## src/rtl/mem_stage.sv

```systemverilog
// mem_stage: memory-access stage of the five-stage pipeline.
//
// Holds one instruction between execute and write-back. For an instruction
// whose SRAM request was accepted in execute, the stage waits for the
// matching data_ok. If write-back is stalled when data_ok arrives, the read
// data is buffered. Load data is aligned and extended here, and the
// multiplier half is selected here. After a flush, the responses of
// cancelled requests are counted and dropped. The destination register and
// the result are forwarded to decode for bypass and load-use interlock.
//
// Ports:
//   clk, reset                    clock, asynchronous active-high reset
//   ex_to_mem_valid / mem_allowin execute -> mem handshake
//   ex_*                          execute payload, captured on handshake
//   mul_result                    64-bit product, valid while instr is here
//   data_sram_data_ok/_rdata      in-order SRAM response channel
//   mem_flush                     kill this stage (exception/ertn at WB)
//   mem_to_ex_excep               held instr carries an exception
//   wb_allowin / mem_to_wb_valid  mem -> write-back handshake
//   mem_pc .. mem_excp_out        write-back payload
//   mem_rf_zip                    {blocked, we&valid, waddr, result} to decode
module mem_stage (
    input  logic        clk,
    input  logic        reset,
    input  logic        ex_to_mem_valid,
    output logic        mem_allowin,
    input  logic [31:0] ex_pc,
    input  logic        ex_rf_we,
    input  logic [4:0]  ex_rf_waddr,
    input  logic [31:0] ex_result,
    input  logic [4:0]  ex_ld_op,
    input  logic        ex_mem_wait,
    input  logic        ex_res_from_mul,
    input  logic        ex_mul_h,
    input  logic        ex_excp,
    input  logic [63:0] mul_result,
    input  logic        data_sram_data_ok,
    input  logic [31:0] data_sram_rdata,
    input  logic        mem_flush,
    output logic        mem_to_ex_excep,
    input  logic        wb_allowin,
    output logic        mem_to_wb_valid,
    output logic [31:0] mem_pc,
    output logic        mem_rf_we,
    output logic [4:0]  mem_rf_waddr,
    output logic [31:0] mem_final_result,
    output logic        mem_excp_out,
    output logic [38:0] mem_rf_zip
);

    logic        mem_valid_r;
    logic        wait_data_r;
    logic        buf_valid_r;
    logic [31:0] rdata_buf_r;
    logic [1:0]  cancel_cnt_r;

    logic [31:0] pc_r;
    logic        rf_we_r;
    logic [4:0]  rf_waddr_r;
    logic [31:0] result_r;
    logic [4:0]  ld_op_r;
    logic        res_from_mul_r;
    logic        mul_h_r;
    logic        excp_r;

    logic        cancel_zero_s;
    logic        own_ok_s;
    logic        orphan_ok_s;
    logic        ready_go_s;
    logic        cancel_inc_s;
    logic        blocked_s;
    logic [31:0] ld_data_s;
    logic [7:0]  byte_s;
    logic [15:0] half_s;
    logic [31:0] load_val_s;
    logic [31:0] final_s;

    assign cancel_zero_s = (cancel_cnt_r == 2'd0);
    // Responses come back in order, so while orphans are outstanding the next
    // data_ok can never belong to the held instruction.
    assign own_ok_s      = data_sram_data_ok & cancel_zero_s & mem_valid_r & wait_data_r;
    assign orphan_ok_s   = data_sram_data_ok & ~cancel_zero_s;
    assign ready_go_s    = ~wait_data_r | buf_valid_r | own_ok_s;
    // A full orphan counter stalls intake so the count cannot wrap.
    assign mem_allowin   = (~mem_valid_r | (ready_go_s & wb_allowin) | mem_flush)
                           & (cancel_cnt_r != 2'd3);
    // A flushed instruction whose response is still due leaves one orphan.
    assign cancel_inc_s  = mem_flush & mem_valid_r & wait_data_r & ~own_ok_s;
    assign blocked_s     = mem_valid_r & (|ld_op_r) & ~ready_go_s;

    // Stage occupancy, response wait/buffer state and payload capture.
    always_ff @(posedge clk or posedge reset) begin
        if (reset) begin
            mem_valid_r    <= 1'b0;
            wait_data_r    <= 1'b0;
            buf_valid_r    <= 1'b0;
            rdata_buf_r    <= 32'h0;
            pc_r           <= 32'h0;
            rf_we_r        <= 1'b0;
            rf_waddr_r     <= 5'd0;
            result_r       <= 32'h0;
            ld_op_r        <= 5'd0;
            res_from_mul_r <= 1'b0;
            mul_h_r        <= 1'b0;
            excp_r         <= 1'b0;
        end else if (mem_flush) begin
            mem_valid_r <= 1'b0;
            wait_data_r <= 1'b0;
            buf_valid_r <= 1'b0;
        end else if (mem_allowin) begin
            mem_valid_r <= ex_to_mem_valid;
            buf_valid_r <= 1'b0;
            if (ex_to_mem_valid) begin
                wait_data_r    <= ex_mem_wait;
                pc_r           <= ex_pc;
                rf_we_r        <= ex_rf_we;
                rf_waddr_r     <= ex_rf_waddr;
                result_r       <= ex_result;
                ld_op_r        <= ex_ld_op;
                res_from_mul_r <= ex_res_from_mul;
                mul_h_r        <= ex_mul_h;
                excp_r         <= ex_excp;
            end else begin
                wait_data_r <= 1'b0;
            end
        end else if (own_ok_s) begin
            // Not allowed in while own_ok is set means write-back is stalled.
            // wait_data clears here, so the buffer is written only once.
            wait_data_r <= 1'b0;
            buf_valid_r <= 1'b1;
            rdata_buf_r <= data_sram_rdata;
        end else begin
            mem_valid_r <= mem_valid_r;
        end
    end

    // Orphaned-response counter: flush of a waiting instr adds, orphan data_ok drops.
    always_ff @(posedge clk or posedge reset) begin
        if (reset) begin
            cancel_cnt_r <= 2'd0;
        end else begin
            case ({cancel_inc_s, orphan_ok_s})
                2'b10:   cancel_cnt_r <= cancel_cnt_r + 2'd1;
                2'b01:   cancel_cnt_r <= cancel_cnt_r - 2'd1;
                default: cancel_cnt_r <= cancel_cnt_r;
            endcase
        end
    end

    // Load alignment and extension from the buffered or live read data.
    always_comb begin
        ld_data_s = buf_valid_r ? rdata_buf_r : data_sram_rdata;
        case (result_r[1:0])
            2'd0:    byte_s = ld_data_s[7:0];
            2'd1:    byte_s = ld_data_s[15:8];
            2'd2:    byte_s = ld_data_s[23:16];
            default: byte_s = ld_data_s[31:24];
        endcase
        half_s = result_r[1] ? ld_data_s[31:16] : ld_data_s[15:0];
        case (ld_op_r)
            5'b10000: load_val_s = {{24{byte_s[7]}}, byte_s};
            5'b01000: load_val_s = {24'h0, byte_s};
            5'b00100: load_val_s = {{16{half_s[15]}}, half_s};
            5'b00010: load_val_s = {16'h0, half_s};
            5'b00001: load_val_s = ld_data_s;
            default:  load_val_s = 32'h0;
        endcase
    end

    // Result select: load data, then multiplier half, then execute result.
    always_comb begin
        if (|ld_op_r) begin
            final_s = load_val_s;
        end else if (res_from_mul_r) begin
            final_s = mul_h_r ? mul_result[63:32] : mul_result[31:0];
        end else begin
            final_s = result_r;
        end
    end

    assign mem_to_wb_valid  = mem_valid_r & ready_go_s & ~mem_flush;
    assign mem_to_ex_excep  = mem_valid_r & excp_r;
    assign mem_pc           = pc_r;
    assign mem_rf_we        = rf_we_r;
    assign mem_rf_waddr     = rf_waddr_r;
    assign mem_excp_out     = excp_r;
    assign mem_final_result = final_s;
    assign mem_rf_zip       = {blocked_s, rf_we_r & mem_valid_r, rf_waddr_r, final_s};

endmodule

```

## config.mk

```make
export PLATFORM = sky130hd
export DESIGN_NAME = mem_stage
export DESIGN_NICKNAME = d
export VERILOG_FILES = /design/src/rtl/mem_stage.sv
export SDC_FILE = /design/constraint.sdc
export NUM_CORES = 1
export LEC_CHECK = 0
export BUFFER_PORTS_ARGS = -buffer_cell sky130_fd_sc_hd__buf_2
export CAP_MARGIN = 20
export CORE_ASPECT_RATIO = 1.25
export CORE_MARGIN = 5
export CORE_UTILIZATION = 45
export CTS_CLUSTER_DIAMETER = 120
export DETAILED_ROUTE_END_ITERATION = 12
export PLACE_DENSITY = 0.78
export SLEW_MARGIN = 15
export SYNTH_ARGS = -nofsm -noshare
export SYNTH_HDL_FRONTEND = slang
export SYNTH_SLANG_ARGS = --single-unit
```

## constraint.sdc

```tcl
create_clock -name clk -period 4 [get_ports clk]
set_clock_uncertainty 0.2 [all_clocks]
set_input_delay 0.2 -clock clk [delete_from_list [all_inputs] [get_ports clk]]
set_output_delay 0.2 -clock clk [all_outputs]
set_load 0.05 [all_outputs]
```

# After elaboration in Yosys (flattened, before gate mapping)

Cells that the tools add are included.

Bits in registers: 115
Logic and storage cells: 76
Bits of input ports: 181

Bitwise logic cells: 26
Muxes and demuxes: 17
Reductions and logical operators: 8
Add/subtract/negate cells: 2
Equality and inequality tests: 10

Operator list:

| cell                                                               | number |
|---|---|
| 32-bit one-hot mux with 5 select lines                             | 1 |
| 32-bit two-way mux                                                 | 4 |
| 8-bit one-hot mux with 3 select lines                              | 1 |
| 16-bit two-way mux                                                 | 1 |
| 1-bit bitwise AND                                                  | 15 |
| 1-bit two-way mux                                                  | 9 |
| 1-bit NOT                                                          | 7 |
| 3-bit AND reduction                                                | 2 |
| 5-bit by 1-bit == test with 1-bit output, second input constant    | 1 |
| 5-bit by 2-bit == test with 1-bit output, second input constant    | 1 |
| 5-bit by 3-bit == test with 1-bit output, second input constant    | 1 |
| 5-bit by 4-bit == test with 1-bit output, second input constant    | 1 |
| 5-bit == test, second input constant                               | 1 |
| 5-bit OR reduction                                                 | 1 |
| 2-bit by 1-bit == test with 1-bit output, second input constant    | 2 |
| 2-bit == test, second input constant                               | 2 |
| 2-bit logical NOT                                                  | 2 |
| 1-bit bitwise OR                                                   | 4 |
| 2-bit one-hot mux with 2 select lines                              | 1 |
| 2-bit nonzero test                                                 | 2 |
| 3-bit nonzero test                                                 | 1 |
| 2-bit by 1-bit adder with 2-bit output, second input constant      | 1 |
| 2-bit inequality test, second input constant                       | 1 |
| 2-bit by 1-bit subtractor with 2-bit output, second input constant | 1 |

# Depth between registers and ports, before layout

Gate-level depths: netlist of the first run.

Depth after elaboration: 11
Mapped depth: 7
Mapped depth without buffers: 6

# Worst setup path after synthesis of the first run

No wires, ideal clock.

Kind: flip-flop to output port
Start: register ld_op_r[0]
End: output mem_rf_zip[4]
Required time: 3,600 ps
Buffers on the path: 1
Cell stages (with the launch flop): 6
Path slack: 1,052 ps
Arrival time: 2,548 ps
Path through: dfrtp_1 -> nor3_4 -> nand2_2 -> or4_1 -> a32oi_1 -> buf_4

Cells in the longest elaborated chain, start to end: 3

RTL lines:

| what                                                                   | line | text |
|---|---|---|
| from (decl)                                                            | 61   | `logic [4:0] ld_op_r;` |
| from (signal assigned)                                                 | 119  | `ld_op_r <= ex_ld_op;` |
| 5-bit by 1-bit == test with 1-bit output, or another cell as far along | 160  | `case (ld_op_r)` |
| 32-bit one-hot mux with 5 select lines                                 | 160  |  |
| 32-bit two-way mux *                                                   | 172  | `if (\|ld_op_r) begin` |
| to (decl)                                                              | 48   | `output logic [38:0] mem_rf_zip` |

Every way passes the cells marked *; elsewhere a longest branch is shown, timed or not.

# Worst setup path after layout of the first run

Start: register ld_op_r[3]
End: output mem_final_result[31]

Cells in the longest elaborated chain, start to end: 3

RTL lines:

| what                                                                   | line | text |
|---|---|---|
| 5-bit by 1-bit == test with 1-bit output, or another cell as far along | 160  |  |
| 32-bit one-hot mux with 5 select lines                                 | 160  |  |
| 32-bit two-way mux *                                                   | 172  |  |
| to (decl)                                                              | 46   | `output logic [31:0] mem_final_result,` |

Marks and branches as above.

==> results_dict.tcl, run 1 <==
set metrics [dict create \
    num_rows 49 \
    r2r_cells 5 \
    top_layer_used "met5" \
    synth_most_common_cell "dfrtp_1" \
    cts_tree "done" \
    worst_ep_required_time_ns 3.60 \
    syn_nets 746 \
    die_area_um2 17300 \
    core_area_um2 14500 \
    place_congestion 0.895 \
    post-place-ws_ns 1.11 \
    synth_cell_types 49 \
    r2r-start "cancel_cnt_r[0]" \
    synthArstFlopShare_pct 100 \
    fillers 1053 \
    synth_common_cells "dfrtp_1, mux2_2, mux2i_1" \
    synth_top_family_by_area "multiplexers" \
    synth_xor_xnor_area_share_pct 0.659 \
    synthAdderAreaFrac_pct 0.188 \
    min-delay-start "data_sram_data_ok" \
    netlist_top_cells_area "dfrtp_1, mux2_2, mux2i_1, buf_4, o2111ai_1" \
    hold_depth 4 \
    post_cts_buffers 0 \
    r2r_end "mem_rf_waddr[2]" \
    tightest_slew_ns 1.09 \
    cpLargestDelayFamily "simple AND/OR/NAND/NOR gates" \
    clockBufferDepth 2 \
    rsz0062_at_grt "no" \
    antenna_found_initial 5 \
    syn_area_um2 6640 \
    drc 0 \
    end_kind "output port" \
    relSlewSlack_pct 27.5 \
    nets 1101 \
    cts_resized 0 \
    grt_pass1_wl_um 36700 \
    io_pins 294 \
    synth_edf_count 0 \
    finalSetupViolCount 0 \
    synthMuxAreaShare_pct 32.1 \
    grt_pass1_vias 6621 \
    drt-initial-drc-count 391 \
    wirelength_um 23700 \
    crit_path_max_incr_delay_ns 0.83 \
    cts_buffers 17 \
    h-tree-depth 4 \
    worst-setup-path-type "flop to output port" \
    initial_core_util_pct 45.9 \
    dr_wl_met2_um 11700 \
    die_h_um 146 \
    yosys.area.top_type "dfrtp_1" \
    drt-met1-wl_um 9100 \
    fmax_mhz 296 \
    drive_above_1_share_pct 48.9 \
    fin_crit_sh_pct 84.6 \
    drtPass1Iterations 7 \
    vias 6151 \
    drv_cap 0 \
    clk_latency_ns 0.42 \
    hold_end "cancel_cnt_r[0]" \
    p_leak_nw 4.66 \
    wl_per_cell_um 21.3 \
    path_depth 4 \
    synth_top_flop_cell "dfrtp_1" \
    grt_util_all_layers_pct 27.1 \
    dp_hpwl_um 16300 \
    synth_compound_area_share_pct 9.85 \
    slew_viol_final 0 \
    status "complete, no violations" \
    crit_path_start_kind "flop" \
    finalCriticalPeriod_ns 3.38 \
    max-vdd-ir-drop_mv 0.715 \
    hold_violations 0 \
    hold_buffers 113 \
    crit_chain "nor2_1 > nand3_1 > o2111ai_1 > buf_2" \
    ant_nets 0 \
    via_per_inst 5.53 \
    portBuffers 293 \
    yosys_warnings 0 \
    ys_ff_latch 115 \
    hp-class "input port to flop" \
    clock-root-buffer "clkbuf_16" \
    cts.clk_slew.worst_paths_ns 0.05 \
    die_w_um 119 \
    r2r_slack_ns 1.71 \
    yosys.area.top_type_share_pct 43.3 \
    syn_area_per_cell_um2 11.8 \
    worstPathArrival_ns 2.98 \
    setup_ws_ns 0.616 \
    crit_path_max_fanout 27 \
    numClockSinks 115 \
    seq_area_frac_synth_pct 43.3 \
    cellPowerDensity_nw_per_um2 807 \
    cp.buffers_inverters 1 \
    area_delta_synth_final_pct 44.9 \
    yosys.area_share.simple_pct 6.10 \
    wl_met3_um 2090 \
    overflow 0 \
    tns_ns 0 \
    synthCells 564 \
    slowest_stage "nand3_1" \
    grt_max_degree 76 \
]
-- power breakdown --
part / total [mW] / switching (mW) / internal, mW / leakage, nW
Clock: 1.47 / 0.569 / 0.904 / 0.276
Sequential: 2.11 / 0.506 / 1.60 / 1.42
Combinational: 4.19 / 2.93 / 1.26 / 2.97
-- kinds of logic (layout without fill, tap and decap cells) --
kind of cell | count (synthesis) | in the layout
multiplexers | 195 | 195
adder cells (fa/ha/maj) | 1 | 1
XOR/XNOR | 5 | 5
buffers and inverters | 81 | 449
other | 0 | 2
flip-flops | 115 | 115
AND/OR/NAND/NOR | 79 | 79
AO/OA/AOI/OAI | 88 | 88
-- registers in the layout, summed over array words and instances, names as in the netlist --
name and cells:
buf_valid_r 1, mem_excp_out 1, cancel_cnt_r 2, res_from_mul_r 1, mem_rf_we 1, result_r 32, mem_pc 32, rdata_buf_r 32
ld_op_r 5, mul_h_r 1, wait_data_r 1, mem_rf_waddr 5, mem_valid_r 1
-- per-stage QoR --
step	instances	power (mW)	utilization, %	instance area [um2]	hold slack, ns
floorplan	564	5.39	-	6640	0.135
global placement	965	6.09	54.7	7920	0.215
detailed placement	965	6.15	54.7	7920	0.223
CTS	1110	7.73	66.5	9620	0.0391
global route	1112	8.09	66.5	9630	0.0564
finish	1112	7.77	66.5	9630	0.0445
-- layout by cell type, fill, tap and decap left out, drive strengths merged, types with 4 or more instances in the layout --
cell type / n
buf: 301
nor3: 4
and2: 4
a21oi: 12
nand2: 37
mux2i: 78
o221ai: 6
dfrtp: 115
clkbuf: 21
nor2: 15
o2111ai: 22
inv: 5
nand2b: 4
o211ai: 23
mux2: 115
a22oi: 6
o21ai: 7
dlygate4sd3: 113
clkinv: 5
-- cell type report --
type	count	area [um2]	area share [%]
clock inverters	11	103	1.07
clock buffers	21	470	4.89
repair buffers	414	2680	27.9
multi-input cells	368	3250	33.7
well taps	178	223	2.31
flip-flops and latches	115	2880	29.9
diodes	2	5.00	0.0520
inverters	3	13.8	0.143
-- layer usage --
layer | GRT usage (%) | vias up
met4 | 12.1 | 6
met1 | 31.6 | 2999
met3 | 9.45 | 58
met5 | 0 | -
li1 | - | 2770
met2 | 45.0 | 318
-- worst max-delay path by stage --
| stage | startpoint | end | slack [ns] |
|---|---|---|---|
| 2_1_floorplan | reset | buf_valid_r | 0.56 |
| 3_3_place_gp | result_r[1] | mem_final_result[20] | 1.16 |
| 3_5_place_dp | result_r[1] | mem_final_result[20] | 1.11 |
| 4_1_cts | result_r[1] | mem_final_result[20] | 0.65 |
| 5_1_grt | ld_op_r[3] | mem_rf_zip[31] | 0.47 |
| 6_report | ld_op_r[3] | mem_final_result[31] | 0.62 |
-- worst register-to-register path, stage by stage (launching register included) --
cell     delay (ns)
dfrtp_1        0.46
nor3b_2        0.33
nor3_2         0.12
nor2_4         0.23
buf_12         0.38
mux2_2         0.46
Note: power is estimated with default switching activity, not from simulation.
==> run 2: changes to the inputs <==
--- a/config.mk
+++ b/config.mk
@@ -9,10 +9,10 @@
 export CAP_MARGIN = 20
 export CORE_ASPECT_RATIO = 1.25
 export CORE_MARGIN = 5
-export CORE_UTILIZATION = 45
+export CORE_UTILIZATION = 44
 export CTS_CLUSTER_DIAMETER = 120
 export DETAILED_ROUTE_END_ITERATION = 12
-export PLACE_DENSITY = 0.78
+export PLACE_DENSITY = 0.79
 export SLEW_MARGIN = 15
 export SYNTH_ARGS = -nofsm -noshare
 export SYNTH_HDL_FRONTEND = slang
==> constraint.sdc (replaced) <==
create_clock -name clk -period 3 [get_ports clk]
set_clock_uncertainty 0.2 [all_clocks]
set_input_delay 0.15 -clock clk [delete_from_list [all_inputs] [get_ports clk]]
set_output_delay 0.15 -clock clk [all_outputs]
set_load 0.05 [all_outputs]
==> results_dict.tcl, run 2 (same netlist as run 1, synthesis figures left out) <==
set metrics [dict create \
    hp-class "input port to flop" \
    p_leak_nw 4.69 \
    slowest_stage "mux4_2" \
    vias 6242 \
    drv_cap 0 \
    crit_chain "mux4_2 > mux2i_4 > or2_4 > o2111ai_1 > buf_2" \
    fillers 1088 \
    drive_above_1_share_pct 49.5 \
    p_seq_share_pct 26.2 \
    p_comb_share_pct 54.8 \
    drtPass1Iterations 5 \
    r2r_cells 5 \
    antenna_found_initial 3 \
    slew_viol_final 0 \
    core_area_um2 14900 \
    die_w_um 120 \
    finalCriticalPeriod_ns 2.93 \
    cp.buffers_inverters 1 \
    setup_ws_ns 0.0740 \
    wl_per_cell_um 22.5 \
    die_h_um 147 \
    r2r-start "cancel_cnt_r[0]" \
    tightest_slew_ns 0.725 \
    io_pins 294 \
    p_clk_share_pct 19.0 \
    cellPowerDensity_nw_per_um2 1090 \
    ant_nets 0 \
    worst_ep_required_time_ns 2.65 \
    grt_util_all_layers_pct 28.5 \
    crit_path_start_kind "flop" \
    end_kind "output port" \
    portBuffers 293 \
    min-delay-start "wb_allowin" \
    place_congestion 0.937 \
    r2r_slack_ns 0.72 \
    crit_path_max_fanout 12 \
    grt_max_degree 46 \
    worstPathArrival_ns 2.58 \
    cts.clk_slew.worst_paths_ns 0.06 \
    switchingPower_mw 5.52 \
    clockBufferDepth 2 \
    crit_path_max_incr_delay_ns 0.57 \
    rsz0062_at_grt "yes" \
    grt_pass1_wl_um 38800 \
    hold_depth 4 \
    post-place-ws_ns 0.426 \
    nets 1111 \
    die_area_um2 17700 \
    power.internal_mw 5.01 \
    overflow 0 \
    numClockSinks 115 \
    h-tree-depth 4 \
    fin_crit_sh_pct 97.5 \
    clk_latency_ns 0.41 \
    via_per_inst 5.54 \
    clock-root-buffer "clkbuf_16" \
    status "complete, no violations" \
    drc 0 \
    finalSetupViolCount 0 \
    dp_hpwl_um 17100 \
    r2r_end "result_r[29]" \
    final_common_cell "buf_2" \
    hold_end "buf_valid_r" \
    wirelength_um 25400 \
    cpLargestDelayFamily "multiplexers" \
    fmax_mhz 342 \
    num_rows 50 \
    post_cts_buffers 0 \
    max-vdd-ir-drop_mv 0.810 \
    grt_pass1_vias 6771 \
    switching_share_pct 52.4 \
    fin_util_pct 65.2 \
    drt-initial-drc-count 431 \
    cts_buffers 17 \
    worst-setup-path-type "flop to output port" \
    hold_violations 0 \
    initial_core_util_pct 44.6 \
    cts_tree "done" \
    relSlewSlack_pct 51.6 \
    area_delta_synth_final_pct 46.0 \
    mostFrequentLayoutCells "buf_2, dlygate4sd3_1, dfrtp_1" \
]
run 2: cell count changes in the layout (fill, tap and decap cells not counted), sizes merged:
cell	delta
dlygate4sd3	+1
buf	+8
clkinv	-2
diode	+1
inv	+5
clkbuf	-3
or2	+1
run 2: per-stage QoR:
stage	std cells	instance area [um2]	hold slack (ns)	power, mW	TNS [ns]
final	1127	9700	0.0644	10.5	0
after global routing	1127	9700	0.108	11.0	-0.0311
after CTS	1123	9680	0.0294	10.4	0
after detailed placement	977	7960	0.00735	8.28	0
after global placement	977	7960	0.0163	8.19	0
after floorplan	564	6650	0.0847	7.19	0
run 2: routing by layer:
metal  global-route usage [%]  wire length, um  up-vias
met3                     8.00             1840       45
li1                         -                -     2798
met1                     34.4             9760     3079
met5                        0                0        -
met4                     11.1              651        0
met2                     48.3            13100      320
run 2: worst max path at each step:
stage | cells after the start | startpoint | to | slack [ns]
3_3_place_gp | 6 | mul_h_r | mem_final_result[24] | 0.42
4_1_cts | 5 | buf_valid_r | mem_final_result[16] | 0.04
2_1_floorplan | 5 | ld_op_r[0] | mem_rf_zip[4] | 0.10
6_report | 5 | buf_valid_r | mem_final_result[16] | 0.07
3_5_place_dp | 6 | mul_h_r | mem_final_result[24] | 0.43
5_1_grt | 5 | ld_op_r[0] | mem_rf_zip[4] | -0.02
run 2: worst reg2reg max path, delay by kind of cell (launching register included):
family	cells	cell delay [ns]
multiplexers	1	0.46
flip-flops	1	0.46
buffers and inverters	1	0.50
AND/OR/NAND/NOR	3	0.55
run 2: layout make-up:
class | instances | area (um2) | area share (%)
multi-input combinational | 369 | 3260 | 33.6
clock buffer | 18 | 429 | 4.42
sequential | 115 | 2880 | 29.7
antenna | 3 | 7.51 | 0.0774
clock inverter | 14 | 144 | 1.48
timing repair buffer | 423 | 2730 | 28.2
inverter | 3 | 15.0 | 0.155
tap | 182 | 228 | 2.35
run 2: what timing repair did:
action	CTS	global route
endpoints found under the setup margin	2	24
pin swaps	0	1
hold buffers	114	0
gates cloned	0	1
hold endpoints to repair	134	0
resized for setup	2	1
run 2: power by group through the flow:
stage               clock network [mW]  registers, mW  logic, mW
floorplan                            0           3.42       3.77
global placement                     0           2.69       5.50
detailed placement                   0           2.72       5.56
CTS                               2.01           2.71       5.69
global route                      2.10           2.84       6.04
finish                            2.00           2.76       5.77
==> run 3: changes to the inputs <==
==> constraint.sdc (replaced) <==
create_clock -name clk -period 3 [get_ports clk]
set_clock_uncertainty 0.2 [all_clocks]
set_input_delay 0.45 -clock clk [delete_from_list [all_inputs] [get_ports clk]]
set_output_delay 0.45 -clock clk [all_outputs]
set_load 0.05 [all_outputs]
==> results_dict.tcl, run 3 (same netlist as run 1, synthesis figures left out) <==
set metrics [dict create \
    status "finished with violations" \
    failed_checks "negative setup slack" \
    max-vdd-ir-drop_mv 0.906 \
    wl_per_cell_um 21.9 \
    p_comb_share_pct 57.1 \
    switchingPower_mw 5.43 \
    overflow 0 \
    vias 5755 \
    tightest_slew_ns 0.722 \
    antenna_found_initial 6 \
    crit_path_max_incr_delay_ns 0.55 \
    end_kind "output port" \
    hold_violations 0 \
    grt_use_met3_pct 8.08 \
    fin_util_pct 63.4 \
    num_rows 50 \
    cts.clk_slew.worst_paths_ns 0.06 \
    place_congestion 0.961 \
    tns_ns -0.680 \
    power.internal_mw 5.60 \
    grt_pass1_vias 5988 \
    drv_cap 0 \
    switching_share_pct 49.2 \
    slew_viol_final 0 \
    hp-class "input port to flop" \
    drtPass1Iterations 7 \
    grt_pass1_wl_um 33100 \
    worst_ep_required_time_ns 2.35 \
    grtUsageMet2_pct 40.3 \
    finalSetupViolCount 26 \
    setup_ws_ns -0.0547 \
    grt_max_degree 71 \
    die_w_um 120 \
    relSlewSlack_pct 51.9 \
    clockBufferDepth 2 \
    die_h_um 147 \
    wirelength_um 22500 \
    drc 0 \
    finalCriticalPeriod_ns 3.05 \
    core_area_um2 14900 \
    grt.busiest_layer "met2" \
    cellPowerDensity_nw_per_um2 1170 \
    mostFrequentLayoutCells "buf_2, dfrtp_1, mux2_2" \
    holdWs_ns 0.0495 \
    fmax_mhz 327 \
    rsz0062_at_grt "yes" \
    cts_tree "done" \
    crit_path_max_fanout 6 \
    grt_util_all_layers_pct 24.3 \
    crit_chain "mux4_2 > mux2i_4 > buf_12 > or2_2 > o2111ai_2 > buf_4" \
    power.total_mw 11.0 \
    r2r_cells 5 \
    worstPathArrival_ns 2.40 \
    ant_nets 0 \
    numClockSinks 115 \
    drive_above_1_share_pct 62.3 \
    p_clk_share_pct 18.7 \
    via_per_inst 5.59 \
    area_delta_synth_final_pct 42.0 \
    dp_hpwl_um 16300 \
    h-tree-depth 4 \
    die_area_um2 17700 \
    io_pins 294 \
    nets 1013 \
    p_seq_share_pct 24.2 \
    drt-initial-drc-count 318 \
    min-delay-start "ex_ld_op[4]" \
    initial_core_util_pct 44.6 \
    worst-setup-path-type "flop to output port" \
    fin_crit_sh_pct 102 \
    post-place-ws_ns 0.246 \
    r2r-start "cancel_cnt_r[0]" \
    slowest_stage "mux4_2" \
    cts_buffers 17 \
    hold_end "ld_op_r[4]" \
    portBuffers 293 \
    r2r_end "rdata_buf_r[2]" \
    clk_latency_ns 0.41 \
    hold_depth 2 \
    r2r_slack_ns 0.86 \
    final_common_cell "buf_2" \
    clock-root-buffer "clkbuf_16" \
    p_leak_nw 4.49 \
    use_met1_pct 29.0 \
    crit_path_start_kind "flop" \
]
[run 3: cell count changes in the layout (fill, tap and decap cells not counted), moves of 9 or more]
| cell | previous run | this run |
|---|---|---|
| buf_12 | 0 | 9 |
| buf_2 | 293 | 235 |
| buf_4 | 15 | 43 |
| buf_6 | 1 | 31 |
| dlygate4sd3_1 | 114 | 1 |
| mux2i_1 | 77 | 60 |
| mux2i_2 | 0 | 12 |
| o2111ai_1 | 21 | 2 |
| o2111ai_2 | 1 | 16 |
[run 3: what timing repair did]
| action | 4_1_cts | 5_1_grt |
|---|---|---|
| hold endpoints to repair | 25 | 0 |
| pin swaps | 4 | 7 |
| setup buffers | 3 | 3 |
| cloned | 3 | 1 |
| hold buffers | 1 | 0 |
| setup endpoints to repair | 56 | 56 |
| gates resized for setup | 65 | 90 |
[run 3: power groups by stage]
| stage | Sequential, mW | Clock, mW | Combinational (mW) |
|---|---|---|---|
| finish | 2.67 | 2.07 | 6.30 |
| global route | 2.75 | 2.18 | 6.58 |
| CTS | 2.66 | 2.10 | 6.06 |
| detailed placement | 2.67 | 0 | 5.76 |
| global placement | 2.64 | 0 | 5.69 |
| floorplan | 3.42 | 0 | 3.84 |
[run 3: final cells by class]
| cell class | count | area (um2) |
|---|---|---|
| diodes | 3 | 7.51 |
| clock buffers | 20 | 447 |
| clock inverters | 12 | 155 |
| fillers | 1162 | 5460 |
| inverters | 3 | 15.0 |
| multi-input cells | 371 | 3610 |
| flip-flops and latches | 115 | 2880 |
| well taps | 182 | 228 |
| repair buffers | 323 | 2090 |
[run 3: worst max-delay path, delay by kind of cell, from the launching register on]
kind / cells / cell delay [ns]
AOI/OAI and AO/OA: 1 / 0.17
muxes: 2 / 0.75
buffers and inverters: 2 / 0.39
DFF: 1 / 0.48
and+or+nand+nor: 1 / 0.20
[run 3: worst max path at each step]
stage | start | to | slack, ns
final | buf_valid_r | mem_rf_zip[26] | -0.05
after global placement | data_sram_rdata[15] | mem_final_result[11] | 0.28
after detailed placement | data_sram_rdata[31] | mem_rf_zip[31] | 0.25
after CTS | buf_valid_r | mem_final_result[0] | -0.06
after floorplan | ld_op_r[3] | mem_rf_zip[29] | -0.06
after global routing | buf_valid_r | mem_rf_zip[26] | -0.13
[run 3: metrics by stage]
stage	cells	cell area, um2
2_1_floorplan	564	6740
3_3_place_gp	983	8170
3_5_place_dp	983	8170
4_1_cts	1022	9050
5_1_grt	1027	9430
6_report	1029	9430
[run 3: layer usage]
metal | vias up | routed length (um) | share of wire, %
met4 | 10 | 780 | 3.5
met3 | 59 | 1660 | 7.4
li1 | 2602 | - | -
met2 | 277 | 11300 | 50
met1 | 2807 | 8650 | 38
met5 | - | 60 | 0.27
